==> src/rtl/ts_scan_pkg.sv <==
// Shared types for the time-surface raster scanner: FSM states, per-pixel tag and cell-count helper.
package ts_scan_pkg;

   localparam int unsigned TS_GRID_SIZE   = 32;
   localparam int unsigned TS_COORD_BITS  = $clog2(TS_GRID_SIZE);

   typedef enum logic [1:0] {
      IDLE,
      SCAN,
      DRAIN,
      DONE
   } scan_state_t;

   typedef struct packed {
      logic [TS_COORD_BITS-1:0] x;
      logic [TS_COORD_BITS-1:0] y;
      logic                     sof;
      logic                     eof;
   } pix_tag_t;

   function automatic int unsigned num_cells(input int unsigned grid);
      return grid * grid;
   endfunction

endpackage

==> src/rtl/ts_scan_fifo.sv <==
// Synchronous FIFO with occupancy count; push and pop may coincide even when full or empty.
module ts_scan_fifo #(
   parameter int unsigned WIDTH = 8,
   parameter int unsigned DEPTH = 4,
   parameter int unsigned CNT_W = $clog2(DEPTH + 1)
) (
   input  logic             i_clk,
   input  logic             i_rst,
   input  logic             i_push,
   input  logic [WIDTH-1:0] i_data,
   input  logic             i_pop,
   output logic [WIDTH-1:0] o_data,
   output logic             o_empty,
   output logic [CNT_W-1:0] o_count
);

   localparam int unsigned PW = (DEPTH > 1) ? $clog2(DEPTH) : 1;

   logic [WIDTH-1:0] r_mem [DEPTH];
   logic [PW-1:0]    r_wr;
   logic [PW-1:0]    r_rd;
   logic [CNT_W-1:0] r_count;
   logic             w_do_pop;
   logic             w_do_push;

   function automatic logic [PW-1:0] ptr_inc(input logic [PW-1:0] p);
      return (p == PW'(DEPTH - 1)) ? '0 : p + 1'b1;
   endfunction

   assign w_do_pop  = i_pop && (r_count != '0);
   assign w_do_push = i_push && ((r_count != CNT_W'(DEPTH)) || w_do_pop);

   always_ff @(posedge i_clk) begin
      if (w_do_push) begin
         r_mem[r_wr] <= i_data;
      end
   end

   always_ff @(posedge i_clk) begin
      if (i_rst) begin
         r_wr    <= '0;
         r_rd    <= '0;
         r_count <= '0;
      end else begin
         if (w_do_push) begin
            r_wr <= ptr_inc(r_wr);
         end
         if (w_do_pop) begin
            r_rd <= ptr_inc(r_rd);
         end
         case ({w_do_push, w_do_pop})
            2'b10:   r_count <= r_count + 1'b1;
            2'b01:   r_count <= r_count - 1'b1;
            default: r_count <= r_count;
         endcase
      end
   end

   assign o_data  = r_mem[r_rd];
   assign o_empty = (r_count == '0);
   assign o_count = r_count;

endmodule

==> src/rtl/time_surface_scanner.sv <==
// Raster-scan reader of the time-surface store, streaming decayed cells as tagged valid/ready beats.
// Optional frame-energy accumulator enabled by defining TS_SCAN_ENERGY_EN.
module time_surface_scanner
   import ts_scan_pkg::*;
#(
   parameter int unsigned GRID_SIZE   = 32,
   parameter int unsigned ADDR_BITS   = 10,
   parameter int unsigned VALUE_BITS  = 8,
   parameter int unsigned FIFO_DEPTH  = 4,
   parameter int unsigned ENERGY_BITS = 18
) (
   input  logic                         i_clk,
   input  logic                         i_rst,
   input  logic                         i_start,
   output logic                         o_busy,
   output logic                         o_done,
   output logic [ADDR_BITS-1:0]         o_rd_addr,
   output logic                         o_rd_en,
   input  logic [VALUE_BITS-1:0]        i_rd_value,
   output logic                         o_out_valid,
   input  logic                         i_out_ready,
   output logic [VALUE_BITS-1:0]        o_out_value,
   output logic [$clog2(GRID_SIZE)-1:0] o_out_x,
   output logic [$clog2(GRID_SIZE)-1:0] o_out_y,
   output logic                         o_out_sof,
   output logic                         o_out_eof,
   output logic [ENERGY_BITS-1:0]       o_frame_energy
);

   localparam int unsigned NUM_CELLS = num_cells(GRID_SIZE);
   localparam int unsigned XB        = $clog2(GRID_SIZE);
   localparam int unsigned FW        = VALUE_BITS + $bits(pix_tag_t);
   localparam int unsigned CW        = $clog2(FIFO_DEPTH + 1);
   localparam int unsigned OW        = CW + 2;
   localparam logic [ADDR_BITS-1:0] LAST_ADDR = ADDR_BITS'(NUM_CELLS - 1);

   if (FIFO_DEPTH < 3) begin : g_chk_depth
      $error("FIFO_DEPTH must be at least 3");
   end
   if (ENERGY_BITS < VALUE_BITS + ADDR_BITS) begin : g_chk_energy
      $error("ENERGY_BITS too narrow for a full frame sum");
   end
   if (GRID_SIZE != TS_GRID_SIZE) begin : g_chk_grid
      $error("GRID_SIZE must match ts_scan_pkg::TS_GRID_SIZE");
   end

   scan_state_t           r_state;
   logic [ADDR_BITS-1:0]  r_next_addr;
   logic [ADDR_BITS-1:0]  r_rd_addr;
   logic                  r_s0;
   logic                  r_rd_en;
   logic                  r_s2;
   pix_tag_t              r_s0_tag;
   pix_tag_t              r_s1_tag;
   pix_tag_t              r_s2_tag;
   logic                  r_done;

   pix_tag_t              w_tag;
   pix_tag_t              w_head_tag;
   logic [VALUE_BITS-1:0] w_head_value;
   logic [FW-1:0]         w_fifo_dout;
   logic [CW-1:0]         w_count;
   logic [OW-1:0]         w_occ;
   logic                  w_empty;
   logic                  w_valid;
   logic                  w_pop;
   logic                  w_credit;
   logic                  w_issue;
   logic                  w_drained;

   assign w_tag.x   = r_next_addr[XB-1:0];
   assign w_tag.y   = r_next_addr[ADDR_BITS-1:XB];
   assign w_tag.sof = (r_next_addr == '0);
   assign w_tag.eof = (r_next_addr == LAST_ADDR);

   // Next cycle's FIFO fill plus reads that will land before it; a slot is free only if this is below depth.
   assign w_occ    = OW'(w_count) + OW'(r_s2) + OW'(r_s0) + OW'(r_rd_en) - OW'(w_pop);
   assign w_credit = (w_occ < OW'(FIFO_DEPTH));
   assign w_issue  = ((r_state == IDLE) && i_start) || ((r_state == SCAN) && w_credit);
   assign w_drained = !r_s0 && !r_rd_en && !r_s2 && w_empty;

   always_ff @(posedge i_clk) begin
      if (i_rst) begin
         r_state     <= IDLE;
         r_next_addr <= '0;
         r_rd_addr   <= '0;
         r_s0        <= 1'b0;
         r_rd_en     <= 1'b0;
         r_s2        <= 1'b0;
         r_s0_tag    <= '0;
         r_s1_tag    <= '0;
         r_s2_tag    <= '0;
         r_done      <= 1'b0;
      end else begin
         r_s0     <= w_issue;
         r_rd_en  <= r_s0;
         r_s1_tag <= r_s0_tag;
         r_s2     <= r_rd_en;
         r_s2_tag <= r_s1_tag;
         r_done   <= 1'b0;
         if (w_issue) begin
            r_rd_addr   <= r_next_addr;
            r_s0_tag    <= w_tag;
            r_next_addr <= r_next_addr + 1'b1;
         end
         case (r_state)
            IDLE: begin
               if (i_start) begin
                  r_state <= SCAN;
               end
            end
            SCAN: begin
               if (w_issue && (r_next_addr == LAST_ADDR)) begin
                  r_state <= DRAIN;
               end
            end
            DRAIN: begin
               if (w_drained) begin
                  r_state <= DONE;
                  r_done  <= 1'b1;
               end
            end
            DONE: begin
               r_state     <= IDLE;
               r_next_addr <= '0;
            end
            default: r_state <= IDLE;
         endcase
      end
   end

   ts_scan_fifo #(
      .WIDTH (FW),
      .DEPTH (FIFO_DEPTH),
      .CNT_W (CW)
   ) u_fifo (
      .i_clk   (i_clk),
      .i_rst   (i_rst),
      .i_push  (r_s2),
      .i_data  ({i_rd_value, r_s2_tag}),
      .i_pop   (w_pop),
      .o_data  (w_fifo_dout),
      .o_empty (w_empty),
      .o_count (w_count)
   );

   assign {w_head_value, w_head_tag} = w_fifo_dout;
   assign w_valid = !w_empty;
   assign w_pop   = w_valid && i_out_ready;

   // Head data is gated so outputs read 0 whenever no beat is presented.
   assign o_out_valid = w_valid;
   assign o_out_value = w_valid ? w_head_value : '0;
   assign o_out_x     = w_valid ? w_head_tag.x : '0;
   assign o_out_y     = w_valid ? w_head_tag.y : '0;
   assign o_out_sof   = w_valid && w_head_tag.sof;
   assign o_out_eof   = w_valid && w_head_tag.eof;

   assign o_busy    = (r_state != IDLE);
   assign o_done    = r_done;
   assign o_rd_addr = r_rd_addr;
   assign o_rd_en   = r_rd_en;

`ifdef TS_SCAN_ENERGY_EN
   logic [ENERGY_BITS-1:0] r_acc;
   logic [ENERGY_BITS-1:0] r_energy;

   always_ff @(posedge i_clk) begin
      if (i_rst) begin
         r_acc    <= '0;
         r_energy <= '0;
      end else begin
         if ((r_state == IDLE) && i_start) begin
            r_acc <= '0;
         end else if (w_pop) begin
            r_acc <= r_acc + ENERGY_BITS'(w_head_value);
         end
         if ((r_state == DRAIN) && w_drained) begin
            r_energy <= r_acc;
         end
      end
   end

   assign o_frame_energy = r_energy;
`else
   assign o_frame_energy = '0;
`endif

endmodule
==> config.mk <==
export PLATFORM = sky130hd
export DESIGN_NAME = time_surface_scanner
export DESIGN_NICKNAME = d
export VERILOG_FILES = /design/src/rtl/ts_scan_pkg.sv /design/src/rtl/ts_scan_fifo.sv /design/src/rtl/time_surface_scanner.sv
export SDC_FILE = /design/constraint.sdc
export NUM_CORES = 1
export LEC_CHECK = 0
export CAP_MARGIN = 15
export CORE_MARGIN = 2
export CORE_UTILIZATION = 30
export DETAILED_ROUTE_END_ITERATION = 10
export DONT_BUFFER_PORTS = 1
export PLACE_DENSITY = 0.41
export RECOVER_POWER = 50
export SKIP_LAST_GASP = 1
export SYNTH_ARGS = -nofsm -noshare
export SYNTH_HDL_FRONTEND = slang
export SYNTH_SLANG_ARGS = --single-unit
==> constraint.sdc <==
create_clock -name i_clk -period 6.4 [get_ports i_clk]
set_input_delay 1.6 -clock i_clk [delete_from_list [all_inputs] [get_ports i_clk]]
set_output_delay 1.6 -clock i_clk [all_outputs]
set_load 0.01 [all_outputs]
Yosys cells after proc, flatten, opt, wreduce, memory -nomap -nowiden --
Memory sizes are Yosys's and may differ from the RTL's. A register that Yosys moved wholly into a read port is not among the register bits. Index checks and enable logic that the tools add are counted.
Cells by class: bitwise operators 1, add/sub/neg operators 9, $lt $le $gt $ge 1, shift operators 0, multipliers 0, muxes and demuxes 15, reduce and logical (&&, ||, !) cells 26, div/mod/pow operators 0, equal/unequal tests 12
Operators with widths (number):
- $mux W2 | 7
- $logic_and A1 B1 Y1 | 11
- $add A10 B1 Y10 const B | 1
- $eq A10 B10 Y1 const B | 1
- $eq A2 B2 Y1 const B | 5
- $logic_not A10 Y1 | 1
- $mux W5 | 2
- $mux W8 | 1
- $pmux W2 S4 | 1
- $pmux W3 S2 | 1
- $add A4 B1 Y5 | 1
- $add A5 B1 Y5 | 1
- $lt A5 B3 Y1 const B | 1
- $sub A5 B1 Y5 | 1
- $add A2 B1 Y2 const B | 2
- $add A3 B1 Y4 | 1
- $eq A2 B1 Y1 const B | 2
- $logic_not A1 Y1 | 4
- $ne A2 B2 Y1 const B | 2
- $reduce_bool A2 Y1 | 2
- $reduce_or A2 Y1 | 2
- $add A3 B1 Y3 const B | 1
- $logic_not A3 Y1 | 1
- $mux W1 | 3
- 8 further kinds | 9
Word-level totals: register bits after elaboration 69, ROM bits 0, input port bits 12, memories kept 1, word-level logic and storage cells 87, memory bits (writable) 80, bits in latches 0
Memories:
- u_fifo.r_mem | words 4, bits a word 20, read ports 1, clocked after Yosys merged registers in 1, wr ports 1, RTL line ts_scan_fifo.sv:19 | logic [WIDTH-1:0] r_mem [DEPTH];

Depth between registers and ports, before layout --
Gate-level depths: netlist (run 1).
depth in word-level cells 10, gate-level depth with buffers 13, mapped depth without buffers 12

Cells and area by module --
From an unflattened synthesis (run 1), not the netlist that was laid out.
Unflattened totals: cell total of the unflattened synthesis 452, area, all modules 6034.5 sq um
Modules (own cells, without submodules):
- ts_scan_fifo | cells an instance 168, area each 3450.8 sq um, sequential area each 2582.5 sq um, instances 1
- time_surface_scanner | cells an instance 284, area each 2583.7 sq um, sequential area each 1041.0 sq um, instances 1

Least setup slack after synthesis (run 1) --
OpenSTA, ideal clock, no wires.
path kind input -> register, start point input i_out_ready, end point register r_next_addr[5], setup time 0.072 ns, cell stages on the path 11, arrival 3.992 ns, setup slack 2.336 ns, data required time 6.328 ns, path buffers 0, cell sequence nand2_1 -> inv_1 -> ha_1 -> fa_1 -> inv_1 -> ha_1 -> and3b_1 -> a2111oi_4 -> o211ai_4 -> a2111oi_4 -> mux2i_1
On the way: cells in the longest elaborated chain, start to end 5
RTL lines:
- from (decl) | RTL line time_surface_scanner.sv:21 | input logic i_out_ready,
- $logic_and A1 B1 Y1 | RTL line time_surface_scanner.sv:149 | assign w_pop = w_valid && i_out_ready;
- $sub A5 B1 Y5 | RTL line time_surface_scanner.sv:77 | assign w_occ = OW'(w_count) + OW'(r_s2) + OW'(r_s0) + OW'(r_rd_en) - OW'(w_pop);
- $lt A5 B3 Y1 | RTL line time_surface_scanner.sv:78 | assign w_credit = (w_occ < OW'(FIFO_DEPTH));
- $logic_and A1 B1 Y1 | RTL line time_surface_scanner.sv:79 | assign w_issue = ((r_state == IDLE) && i_start) || ((r_state == SCAN) && w_credit);
- $logic_or A1 B1 Y1 | RTL line time_surface_scanner.sv:79
- to (signal assigned) | RTL line time_surface_scanner.sv:104 | r_next_addr <= r_next_addr + 1'b1;
- to (decl) | RTL line time_surface_scanner.sv:48 | logic [ADDR_BITS-1:0] r_next_addr;
No other way between the ends. A chain may end at the register's enable or synchronous reset.

Worst setup path after layout (run 1) --
start point register u_fifo.r_count[2] (netlist: u_fifo.o_count[2]), end point register r_next_addr[0]
On the way: cells in the longest elaborated chain, start to end 7, elaborated cells on any way between the ends 10, classes of those cells add/sub (4); order compare (1); reduce/logical (5)
RTL lines:
- from (decl) | RTL line ts_scan_fifo.sv:22 | logic [CNT_W-1:0] r_count;
- from (signal assigned) | RTL line ts_scan_fifo.sv:52 | 2'b10: r_count <= r_count + 1'b1;
- from (signal assigned) | RTL line ts_scan_fifo.sv:53 | 2'b01: r_count <= r_count - 1'b1;
- from (signal assigned) | RTL line ts_scan_fifo.sv:54 | default: r_count <= r_count;
- $logic_not A3 Y1 | RTL line ts_scan_fifo.sv:60 | assign o_empty = (r_count == '0);
- $logic_not A1 Y1 | RTL line time_surface_scanner.sv:148 | assign w_valid = !w_empty;
- via o_out_valid | RTL line time_surface_scanner.sv:20 | output logic o_out_valid,
- $logic_and A1 B1 Y1 | RTL line time_surface_scanner.sv:149
- $sub A5 B1 Y5 | RTL line time_surface_scanner.sv:77
- $lt A5 B3 Y1 | RTL line time_surface_scanner.sv:78
- $logic_and A1 B1 Y1 | RTL line time_surface_scanner.sv:79
- $logic_or A1 B1 Y1 | RTL line time_surface_scanner.sv:79
The timed path passes the listed nets, and every way through them passes these cells.

==> metrics.md, run 1 <==
| Metric | Value |
|---|---|
| Worst-path maximum fanout | `23` |
| I/O pin count | `64` |
| # fillers | `1930` |
| Critical path's top delay family | `simple AND/OR/NAND/NOR gates` |
| Buf+Inv Stages, Crit Path | `2` |
| Cts repair resizes | `0` |
| Warnings from Yosys | `0` |
| Worst-Skew Late Latency | `0.41 ns` |
| Crit end category | `flop` |
| CTS buffer count | `17` |
| Worst hold path cell count | `1` |
| DR iter-0 viols | `207` |
| LEAKAGE | `2.37 nW` |
| CTS H-tree lvls | `4` |
| Vias in the first global route | `3171` |
| HP Class | `flop to flop` |
| Count of different cell masters after synthesis | `47` |
| CP required | `6.70 ns` |
| WS Path Type | `flop to flop` |
| Port Buffer Count | `0` |
| Yosys reg bits | `141` |
| Crit path depth | `12` |
| Core area | `0.0194 sq mm` |
| Worst-path clk slew | `0.06 ns` |
| DR pass1 iterations | `4` |
| First-pass GRT wire length | `17300 microns` |
| Syn Inst Count | `436` |
| Final #Nets | `466` |
| Post-DP Area | `0.00607 sq mm` |
| Cts hold-fix bufs | `0` |
| Crit-path slowest cell | `or3_1` |
| Area Growth Syn to Fin | `12.8%` |
| Fin crit share | `0.630` |
| Design area | `0.00666 sq mm` |
| Worst vdd ir | `0.247 mV` |
| Routed via count | `3113` |
| Final antenna-violating net count | `0` |
| HPWL Detailed | `6930 microns` |
| CP Cell Sequence | `or3_1 -> nand2_1 -> inv_1 -> ha_1 -> fa_1 -> inv_1 -> ha_1 -> and3b_1 -> a2111oi_4 -> o211a_1 -> o21ai_0 -> and3_1` |
| Largest net degree at the start of global routing | `59` |
| Final worst path period need | `4.03 ns` |
| Die Span Y | `144 microns` |
| RD Place Congestion | `0.752` |
| RSZ-0062 raised after global routing | `false` |
| # Max-Cap Violations | `0` |
| Synth Cell Area | `0.00590 sq mm` |
| Post-Route Setup TNS | `0 ns` |
| Initial antenna violation count | `0` |
| Avg Inst Size Synth | `13.5 sq um` |
| Diode count | `0` |
| Initial Util | `0.304` |
| Final Hold Viols | `0` |
| Top FF cell, synth | `edfxtp_1` |
| EDFF count, synth | `80` |
| # setup viols final | `0` |
| R2R depth | `12` |
| Register Area | `0.00362 sq mm` |
| GRT Total Usage | `0.112` |
| Asr flop ratio synth | `0` |
| Worst clock skew | `0.00705 ns` |
| Power Density | `375 mW/mm^2` |
| Status | `complete, no violations` |
| CTS tree | `done` |
| Longest Clk Path Bufs | `2` |
| Die Wd | `144 microns` |
| Commonest non-fill, non-tap cells in the layout | `edfxtp_1, dfxtp_1, and2_1, nor2b_1, inv_1` |
| Area occupied by multi-input gates | `0.00198 sq mm` |
| Drt wl/cell | `15.6 microns` |
| Slew HR | `0.118` |
| Clock root buffer | `clkbuf_16` |
| Startpoint types | `flop` |
| Sink Count | `141` |
| Slowest stage delay, CP | `0.76 ns` |
| Sequential area share after synthesis | `0.614` |
| DRC | `0` |
| CP Data Arrival Time | `4.33 ns` |
| Commonest non-fill, non-tap cell in the layout | `edfxtp_1` |
| Fmax | `248 MHz` |
| Remaining global-route overflow | `0` |
| Total die area | `0.0208 sq mm` |
| Max-slew violations | `0` |
| Share of post-route cells with drive strength above 1 | `0.146` |
| Worst Tran Pin Value | `1.32 ns` |
| Final wirelength | `11100 microns` |
| Site Rows | `51` |
| Post-CTS Setup Bufs | `0` |
| Vias/cell | `4.38` |
==> synth_stat cells, types with 2 or more instances <==
cell / n / area, sq um
buf_4: 28 / 210
nand4_1: 2 / 12.5
nand2b_1: 3 / 18.8
and2_1: 26 / 163
o21a_1: 2 / 15.0
nor2b_1: 25 / 156
nor4_1: 3 / 18.8
clkbuf_1: 12 / 45.0
inv_1: 21 / 78.8
nor3_1: 3 / 15.0
mux4_2: 20 / 450
nand3_1: 18 / 90.1
a21o_1: 2 / 15.0
edfxtp_1: 80 / 2400
o21ai_0: 14 / 70.1
fa_1: 2 / 40.0
o2111ai_1: 4 / 35.0
a21oi_1: 19 / 95.1
a2111oi_4: 2 / 55.1
and3_1: 2 / 12.5
dfxtp_1: 61 / 1220
buf_2: 4 / 20.0
ha_1: 19 / 238
mux2i_1: 7 / 70.1
nand2_1: 16 / 60.1
or3_1: 7 / 43.8
nor2_1: 11 / 41.3
mux2_2: 2 / 22.5
o211a_1: 2 / 20.0
xor2_1: 2 / 17.5
==> worst paths after layout <==
kind / slack [ns] / startpoint / to
min: 0.43 / r_s1_tag[6] / r_s2_tag[6]
max: 2.37 / u_fifo.o_count[2] / r_next_addr[0]
min reg2reg: 0.43 / r_s1_tag[6] / r_s2_tag[6]
max reg2reg: 2.37 / u_fifo.o_count[2] / r_next_addr[0]
==> registers in the layout, indices dropped and copies added, names as in the netlist, named ones only <==
name            flops
u_fifo.r_mem       80
r_s1_tag           12
r_s2_tag           12
o_rd_addr          10
r_next_addr        10
u_fifo.o_count      3
r_s0_tag            2
r_state             2
u_fifo.r_rd         2
u_fifo.r_wr         2
o_done              1
o_rd_en             1
r_s0                1
r_s2                1
==> where the power goes <==
| part | switching [mW] | internal (mW) |
|---|---|---|
| Sequential | 0.0381 | 1.00 |
| Combinational | 0.290 | 0.178 |
| Clock | 0.405 | 0.588 |
| Total | 0.733 | 1.77 |
==> worst reg2reg max path, cell delays in order, from the launching register on <==
cell	delay, ns
dfxtp_1	0.35
or3_1	0.76
nand2_1	0.29
inv_1	0.11
ha_1	0.29
fa_1	0.35
inv_1	0.06
ha_1	0.21
and3b_1	0.20
a2111oi_4	0.44
o211a_1	0.47
o21ai_0	0.16
and3_1	0.23
==> stage by stage <==
| stage | power, mW | utilization | hold WS [ns] | cells | worst slack (ns) |
|---|---|---|---|---|---|
| after global placement | 1.54 | 0.313 | 0.421 | 679 | 2.06 |
| after floorplan | 1.45 | - | 0.414 | 453 | 2.34 |
| after CTS | 2.55 | 0.344 | 0.434 | 711 | 2.49 |
| final | 2.50 | 0.343 | 0.429 | 711 | 2.37 |
| after detailed placement | 1.54 | 0.313 | 0.423 | 679 | 2.05 |
| after global routing | 2.63 | 0.343 | 0.444 | 711 | 2.00 |
==> metal layers <==
layer / routed length, microns / up-vias / GRT usage / share of wire
li1: - / 1531 / - / -
met1: 4990 / 1515 / 0.135 / 0.45
met2: 5330 / 51 / 0.183 / 0.48
met3: 621 / 16 / 0.0437 / 0.056
met4: 144 / 0 / 0.0368 / 0.013
met5: 0 / - / 0 / 0
==> cell families (layout without fill, tap and decap cells) <==
kind of cell,count (synthesis),in the layout,synth area share
adders and majority gates,21,21,0.0470
buffers and inverters,66,59,0.0606
AOI/OAI and AO/OA,53,53,0.0657
muxes,29,29,0.0920
and+or+nand+nor,123,123,0.117
other,1,18,0.000635
DFF,141,141,0.614
xor gates and xnor gates,2,2,0.00297
==> cell type report <==
| cell class | count | share of cell area |
|---|---|---|
| Sequential cell | 141 | 0.544 |
| Multi-Input combinational cell | 246 | 0.298 |
| Clock buffer | 17 | 0.0639 |
| Tap cell | 265 | 0.0498 |
| Clock inverter | 15 | 0.0267 |
| Inverter | 21 | 0.0118 |
| Timing Repair Buffer | 6 | 0.00620 |
(Power assumes the default switching activity.)
==> run 2, diff against run 1 <==
--- a/config.mk
+++ b/config.mk
@@ -5,12 +5,13 @@
 export SDC_FILE = /design/constraint.sdc
 export NUM_CORES = 1
 export LEC_CHECK = 0
+export ABC_AREA = 1
 export CAP_MARGIN = 15
 export CORE_MARGIN = 2
 export CORE_UTILIZATION = 30
 export DETAILED_ROUTE_END_ITERATION = 10
 export DONT_BUFFER_PORTS = 1
-export PLACE_DENSITY = 0.41
+export PLACE_DENSITY = 0.42
 export RECOVER_POWER = 50
 export SKIP_LAST_GASP = 1
 export SYNTH_ARGS = -nofsm -noshare
==> constraint.sdc (replaced) <==
create_clock -name i_clk -period 3.4 [get_ports i_clk]
set_input_delay 0.85 -clock i_clk [delete_from_list [all_inputs] [get_ports i_clk]]
set_output_delay 0.85 -clock i_clk [all_outputs]
set_load 0.01 [all_outputs]
==> run 2 against run 1 <==
  * Fmax rose by 34%
  * Core utilization rose by 0.48 points
  * Wire length rose by 7.7%
  * Total power rose by 86%
  * First-iteration DRC count fell by 25%
  * Final cell count rose by 20%
  * Critical path depth rose by 4
  * Worst setup slack got worse by 2.0 ns
  * Sequential power rose by 97%
  * Die area fell by 1.5%
  * Count of clock-buffer cells in the layout rose by 2
  * Combinational power rose by 77%
  * Largest power group unchanged
  * Highest routed layer unchanged
==> metrics.md, run 2 <==
| Metric | Value |
|---|---|
| Post-DP Area | `0.00600 sq mm (-1.2%)` |
| Sink Count | `141 (unchanged)` |
| Port Buffer Count | `0 (unchanged)` |
| CP Data Arrival Time | `3.30 ns (-1.03 ns)` |
| Vias/cell | `4.22 (-3.6%)` |
| Xor/xnor share of the synthesized area | `0.00452 (+0.00155)` |
| Cts hold-fix bufs | `0 (unchanged)` |
| CP required | `3.71 ns (-2.99 ns)` |
| Largest registers | `u_fifo.r_mem: 80 flops, r_s1_tag: 12 flops, r_s2_tag: 12 flops` |
| Non-Filler Instances | `851 (+20%)` |
| Worst-path maximum fanout | `14 (-39%)` |
| Die Wd | `143 microns (-0.76%)` |
| Top FF cell, synth | `edfxtp_1` |
| Synth area leader | `edfxtp_1` |
| Crit end category | `flop` |
| Total die area | `0.0205 sq mm (-1.5%)` |
| Design area | `0.00656 sq mm (-1.6%)` |
| Avg Inst Size Synth | `10.0 sq um (-26%)` |
| Synth Cell Area | `0.00581 sq mm (-1.5%)` |
| WS Path Type | `flop to flop` |
| Slew HR | `0.100 (-0.0178)` |
| CTS H-tree lvls | `4 (unchanged)` |
| Reg2reg end | `r_next_addr[4]` |
| Worst vdd ir | `0.367 mV (+49%)` |
| GRT busiest layer | `met2` |
| Synth Area in Simple Gates | `0.133 (+0.0161)` |
| Worst hold start | `r_s1_tag[9]` |
| Startpoint types | `flop` |
| Cts repair resizes | `0 (unchanged)` |
| Hold Path Sink | `r_s2_tag[9]` |
| CTS buffer count | `17 (unchanged)` |
| Grt met3 use | `0.0493 (+0.00559)` |
| Top post-synthesis cells by area | `edfxtp_1, dfxtp_1, nor2_1` |
| Post-Route Setup TNS | `0 ns (unchanged)` |
| RSZ-0062 raised after global routing | `false` |
| DR iter-0 viols | `155 (-25%)` |
| Sequential area share after synthesis | `0.623 (+0.00964)` |
| Final Hold Viols | `0 (unchanged)` |
| Worst-Skew Late Latency | `0.41 ns (about the same)` |
| Worst hold path cell count | `2 (+1)` |
| Largest register FFs | `80 (unchanged)` |
| Drt wl/cell | `14.0 microns (-10%)` |
| Asr flop ratio synth | `0 (unchanged)` |
| # setup viols final | `0 (unchanged)` |
| Initial antenna violation count | `0 (unchanged)` |
| Final antenna-violating net count | `0 (unchanged)` |
| Status | `complete, no violations` |
| RD Place Congestion | `0.811 (+7.7%)` |
| Reg2reg start | `u_fifo.o_count[2]` |
| Longest Clk Path Bufs | `2 (unchanged)` |
| Final worst path period need | `3.00 ns (-1.03 ns)` |
| Most numerous cell in the Yosys netlist | `nor2_1` |
| Placed cells | `819 (+21%)` |
| HPWL Detailed | `7570 microns (+9.2%)` |
| Site Rows | `50 (-2.0%)` |
| Worst-path clk slew | `0.06 ns (about the same)` |
| Vias in the first global route | `3473 (+9.5%)` |
| Commonest non-fill, non-tap cell in the layout | `nor2_1` |
| Fraction of synthesized cell area taken by the top area cell type | `0.413 (+0.00639)` |
| Die Span Y | `143 microns (-0.76%)` |
| Biggest register | `u_fifo.r_mem` |
| HP Class | `flop to flop` |
| Worst Tran Pin Value | `1.35 ns (+0.0266 ns)` |
| GRT Total Usage | `0.122 (+0.0104)` |
| DR pass1 iterations | `4 (unchanged)` |
| Final #Nets | `611 (+31%)` |
| Remaining global-route overflow | `0 (unchanged)` |
| EDFF count, synth | `80 (unchanged)` |
| Core area | `0.0188 sq mm (-2.9%)` |
| Mux contribution to synthesized area | `0 (-0.0920)` |
| Syn Inst Count | `579 (+33%)` |
| Worst R2R Setup Slack | `0.40 ns (-1.97 ns)` |
| Largest family of logic cells by synthesized area | `simple AND/OR/NAND/NOR gates` |
| Area Growth Syn to Fin | `12.8% (about the same)` |
| First-pass GRT wire length | `18600 microns (+7.7%)` |
| Yosys reg bits | `141 (unchanged)` |
| LEAKAGE | `2.43 nW (+2.5%)` |
| Fmax | `334 MHz (+34%)` |
| Share of post-route cells with drive strength above 1 | `0.0931 (-0.0527)` |
| Initial Util | `0.309 (+0.00433)` |
| CTS tree | `done` |
| Power Density | `707 mW/mm^2 (+89%)` |
| Commonest non-fill, non-tap cells in the layout | `nor2_1, edfxtp_1, inv_1, dfxtp_1, o21ai_0` |
| DRC | `0 (unchanged)` |
| Max-slew violations | `0 (unchanged)` |
| Synth Area in Compound Gates | `0.0941 (+0.0284)` |
| Area share of fa/ha/maj cells after synthesis | `0.0478 (+0.000739)` |
| Warnings from Yosys | `0 (unchanged)` |
| Worst clock skew | `0.00712 ns (+0.0000718 ns)` |
| Routed via count | `3593 (+15%)` |
| Final wirelength | `12000 microns (+7.7%)` |
| Post-CTS Setup Bufs | `0 (unchanged)` |
| Count of different cell masters after synthesis | `35 (-26%)` |
| Diode count | `0 (unchanged)` |
| Largest net degree at the start of global routing | `41 (-31%)` |
| Clock root buffer | `clkbuf_16` |
| Synth cell count leaders | `nor2_1, edfxtp_1, inv_1` |
| # Max-Cap Violations | `0 (unchanged)` |
| Fin crit share | `0.882 (+0.252)` |
| R2R depth | `16 (+4)` |
| Met2 Use GR | `0.198 (+0.0154)` |
| Met1 Resource Use GR | `0.149 (+0.0143)` |
| I/O pin count | `64 (unchanged)` |
run 2: routing by layer:
layer / wire length, microns / share of wire / vias to the layer above
met1: 5340 / 0.45 / 1657
met2: 5680 / 0.48 / 72
met3: 821 / 0.069 / 10
met4: 106 / 0.0089 / 0
li1: - / - / 1854
met5: 0 / 0 / -
run 2: cell families after synthesis:
| logic type | after synthesis |
|---|---|
| xor+xnor | 3 |
| other cells | 1 |
| flops | 141 |
| compound gates | 103 |
| fa+ha+maj | 21 |
| simple gates | 193 |
| buf+inv | 117 |
run 2: power by group:
group	leakage [nW]	switching, mW	internal, mW
clock	0.282	0.669	1.09
combinational	0.918	0.584	0.245
sequential	1.23	0.106	1.95
run 2: layout make-up:
cell class / count / area [sq um]
Multi-Input combinational cell: 338 / 1700
Inverter: 69 / 260
Fill cell: 1904 / 12300
Tap cell: 260 / 325
Timing Repair Buffer: 11 / 75.1
Clock buffer: 19 / 443
Clock inverter: 13 / 124
Sequential cell: 141 / 3620
run 2: stage by stage:
stage	power [mW]	util	hold WS, ns	setup WS (ns)
2_1_floorplan	2.76	-	0.388	0.538
3_3_place_gp	2.92	0.318	0.391	0.357
3_5_place_dp	2.94	0.318	0.392	0.265
4_1_cts	4.71	0.349	0.403	0.429
5_1_grt	4.92	0.348	0.418	0.104
6_report	4.64	0.348	0.402	0.402
run 2: worst max path at each step:
stage | start | endpoint | slack, ns
2_1_floorplan | i_out_ready | r_next_addr[4] | 0.54
3_5_place_dp | i_out_ready | r_next_addr[4] | 0.27
5_1_grt | u_fifo.o_count[2] | r_next_addr[4] | 0.10
4_1_cts | u_fifo.o_count[2] | r_next_addr[4] | 0.43
6_report | u_fifo.o_count[2] | r_next_addr[4] | 0.40
3_3_place_gp | i_out_ready | r_next_addr[4] | 0.36
run 2: worst max-delay path, stage by stage, from the launching register on:
cell,delay [ns]
dfxtp_1,0.37
inv_1,0.12
nand2_1,0.20
inv_1,0.08
nor2_1,0.17
ha_1,0.27
fa_1,0.36
inv_1,0.06
ha_1,0.21
nand3_1,0.10
nand3_1,0.08
nand3_1,0.10
nand2_2,0.16
inv_2,0.28
nor2_1,0.09
o21ai_0,0.18
nor2_1,0.05
==> run 3, diff against run 2 <==
--- a/config.mk
+++ b/config.mk
@@ -11,7 +11,7 @@
 export CORE_UTILIZATION = 30
 export DETAILED_ROUTE_END_ITERATION = 10
 export DONT_BUFFER_PORTS = 1
-export PLACE_DENSITY = 0.42
+export PLACE_DENSITY = 0.41
 export RECOVER_POWER = 50
 export SKIP_LAST_GASP = 1
 export SYNTH_ARGS = -nofsm -noshare
==> constraint.sdc (replaced) <==
create_clock -name i_clk -period 3 [get_ports i_clk]
set_input_delay 0.75 -clock i_clk [delete_from_list [all_inputs] [get_ports i_clk]]
set_output_delay 0.75 -clock i_clk [all_outputs]
set_load 0.01 [all_outputs]
==> run 3 against run 2 <==
  * Clock skew is 0.0016 ns lower
  * First-iteration DRC count is 9.0% higher
  * Global-route usage is 0.15 points higher
  * Critical path type unchanged
==> metrics.md, run 3 (synthesis gave the netlist of run 2 again) <==
| Metric | Value |
|---|---|
| Status | `complete, no violations` |
| CP Cell Sequence | `inv_2 -> nand2_1 -> inv_1 -> nor2_1 -> ha_1 -> fa_1 -> inv_1 -> ha_1 -> nand3_1 -> nand3_1 -> nand2_1 -> nand3_1 -> nand2_2 -> buf_4 -> nand2_1 -> o31ai_1` |
| Drt wl/cell | `14.1 microns (+0.28%)` |
| Die Span Y | `143 microns (unchanged)` |
| R2R depth | `16 (unchanged)` |
| Worst-path clk slew | `0.06 ns (about the same)` |
| Biggest register | `u_fifo.r_mem` |
| Cts hold-fix bufs | `0 (unchanged)` |
| Fin crit share | `0.897 (+0.0153)` |
| CTS buffer count | `17 (unchanged)` |
| HP Class | `flop to flop` |
| Final antenna-violating net count | `0 (unchanged)` |
| DRC | `0 (unchanged)` |
| Commonest non-fill, non-tap cell in the layout | `nor2_1` |
| Final Power | `5.35 mW (+15%)` |
| Hold Path Sink | `r_s2_tag[8]` |
| Commonest non-fill, non-tap cells in the layout | `nor2_1, edfxtp_1, inv_1, dfxtp_1, o21ai_0` |
| Worst Tran Pin Value | `0.908 ns (-0.442 ns)` |
| Reg2reg end | `r_s0_tag[1]` |
| Longest Clk Path Bufs | `2 (unchanged)` |
| RD Place Congestion | `0.782 (-3.5%)` |
| Crit-path slowest cell | `dfxtp_1` |
| Worst hold start | `r_s1_tag[8]` |
| Area Growth Syn to Fin | `13.3%` |
| Worst-path maximum fanout | `10 (-4)` |
| Share of post-route cells with drive strength above 1 | `0.0927 (-0.000314)` |
| Vias/cell | `4.23 (+0.24%)` |
| Routed via count | `3610 (+0.47%)` |
| GRT Total Usage | `0.124 (+0.00149)` |
| Clock root buffer | `clkbuf_16` |
| Site Rows | `50 (unchanged)` |
| Grt met3 use | `0.0382 (-0.0111)` |
| Worst hold path cell count | `2 (unchanged)` |
| Remaining global-route overflow | `0 (unchanged)` |
| Fmax | `372 MHz (+11%)` |
| CP Data Arrival Time | `3.02 ns (-0.28 ns)` |
| Sink Count | `141 (unchanged)` |
| Met2 Use GR | `0.205 (+0.00680)` |
| CTS H-tree lvls | `4 (unchanged)` |
| Port Buffer Count | `0 (unchanged)` |
| Largest net degree at the start of global routing | `41 (unchanged)` |
| Vias in the first global route | `3462 (-0.32%)` |
| DR pass1 iterations | `4 (unchanged)` |
| Initial Util | `0.309 (unchanged)` |
| I/O pin count | `64 (unchanged)` |
| WS Path Type | `flop to flop` |
| Core area | `0.0188 sq mm (unchanged)` |
| Final wirelength | `12000 microns (+0.52%)` |
| Reg2reg start | `u_fifo.o_count[2]` |
| CTS tree | `done` |
| Crit end category | `flop` |
| Initial antenna violation count | `0 (unchanged)` |
| GRT busiest layer | `met2` |
| Slew HR | `0.394 (+0.294)` |
| Largest register FFs | `80 (unchanged)` |
| Worst vdd ir | `0.442 mV (+21%)` |
| Startpoint types | `flop` |
| Worst clock skew | `0.00551 ns (-0.00161 ns)` |
| # setup viols final | `0 (unchanged)` |
| Die Wd | `143 microns (unchanged)` |
| CP required | `3.32 ns (-0.39 ns)` |
| # Max-Cap Violations | `0 (unchanged)` |
| Diode count | `0 (unchanged)` |
| DR iter-0 viols | `169 (+9.0%)` |
| LEAKAGE | `2.44 nW (+0.53%)` |
| RSZ-0062 raised after global routing | `true` |
| Max-slew violations | `0 (unchanged)` |
| First-pass GRT wire length | `19000 microns (+1.9%)` |
| Worst R2R Setup Slack | `0.31 ns (-0.09 ns)` |
| Power Density | `812 mW/mm^2 (+15%)` |
| Final worst path period need | `2.69 ns (-0.307 ns)` |
| Worst-Skew Late Latency | `0.41 ns (about the same)` |
| Final #Nets | `613 (+0.33%)` |
| Final Hold Viols | `0 (unchanged)` |
| Total die area | `0.0205 sq mm (unchanged)` |
| Largest registers | `u_fifo.r_mem: 80 flops, r_s1_tag: 12 flops, r_s2_tag: 12 flops` |
| Slowest stage delay, CP | `0.37 ns (about the same)` |
| HPWL Detailed | `7460 microns (-1.5%)` |
| Core Util, Final | `0.350 (+0.00179)` |
| Met1 Resource Use GR | `0.151 (+0.00124)` |
run 3: cell count changes in the layout (fill, tap and decap cells not counted), sizes merged:
| cell | previous run | this run |
|---|---|---|
| bufinv | 2 | 3 |
| clkinv | 12 | 9 |
| buf | 9 | 11 |
| inv | 66 | 67 |
| clkbuf | 21 | 22 |
run 3: stage by stage:
step	setup TNS, ns	cells	setup WS [ns]	hold slack, ns	area, sq um
after floorplan	0	596	0.238	0.388	5880
after global placement	0	821	0.111	0.392	6010
after detailed placement	0	821	0.0428	0.397	6010
after CTS	0	853	0.256	0.386	6590
after global routing	-0.00181	853	-0.00181	0.392	6590
final	0	853	0.309	0.403	6590
run 3: worst max path at each step:
stage                      startpoint             end  slack [ns]  cells past startpoint
global placement          i_out_ready  r_next_addr[4]        0.11                     14
floorplan                 i_out_ready  r_next_addr[4]        0.24                     15
finish              u_fifo.o_count[2]     r_s0_tag[1]        0.31                     16
detailed placement        i_out_ready  r_next_addr[4]        0.04                     14
global route        u_fifo.o_count[1]     r_s0_tag[1]      -0.002                     16
CTS                 u_fifo.o_count[1]  r_next_addr[4]        0.26                     16
run 3: metal layers:
metal,share of wire,wire (microns)
met1,0.45,5460
met2,0.48,5810
met3,0.050,599
met4,0.012,145
met5,0,0
run 3: timing repair:
item / 4_1_cts / 5_1_grt
setup buffers: 0 / 0
endpoints found under the setup margin: 0 / 1
resized for setup: 0 / 2
run 3: power by group:
group,switching (mW),total (mW),internal (mW)
Clock,0.774,2.07,1.30
Sequential,0.118,2.32,2.21
Combinational,0.662,0.950,0.288
run 3: cell type report:
| class | instances | area, sq um |
|---|---|---|
| fill | 1862 | 12200 |
| sequential | 141 | 3620 |
| multi-input combinational | 338 | 1700 |
| clock buffer | 20 | 437 |
| tap | 260 | 325 |
| inverter | 69 | 263 |
| clock inverter | 12 | 145 |
| timing repair buffer | 13 | 91.3 |
run 3: worst max-delay path: cells and delay by family (launching register included):
kind / cells / cell delay, ns
AO/OA/AOI/OAI: 1 / 0.19
adder cells (fa/ha/maj): 3 / 0.84
buffers and inverters: 4 / 0.40
flip-flops: 1 / 0.37
AND/OR/NAND/NOR: 8 / 0.78
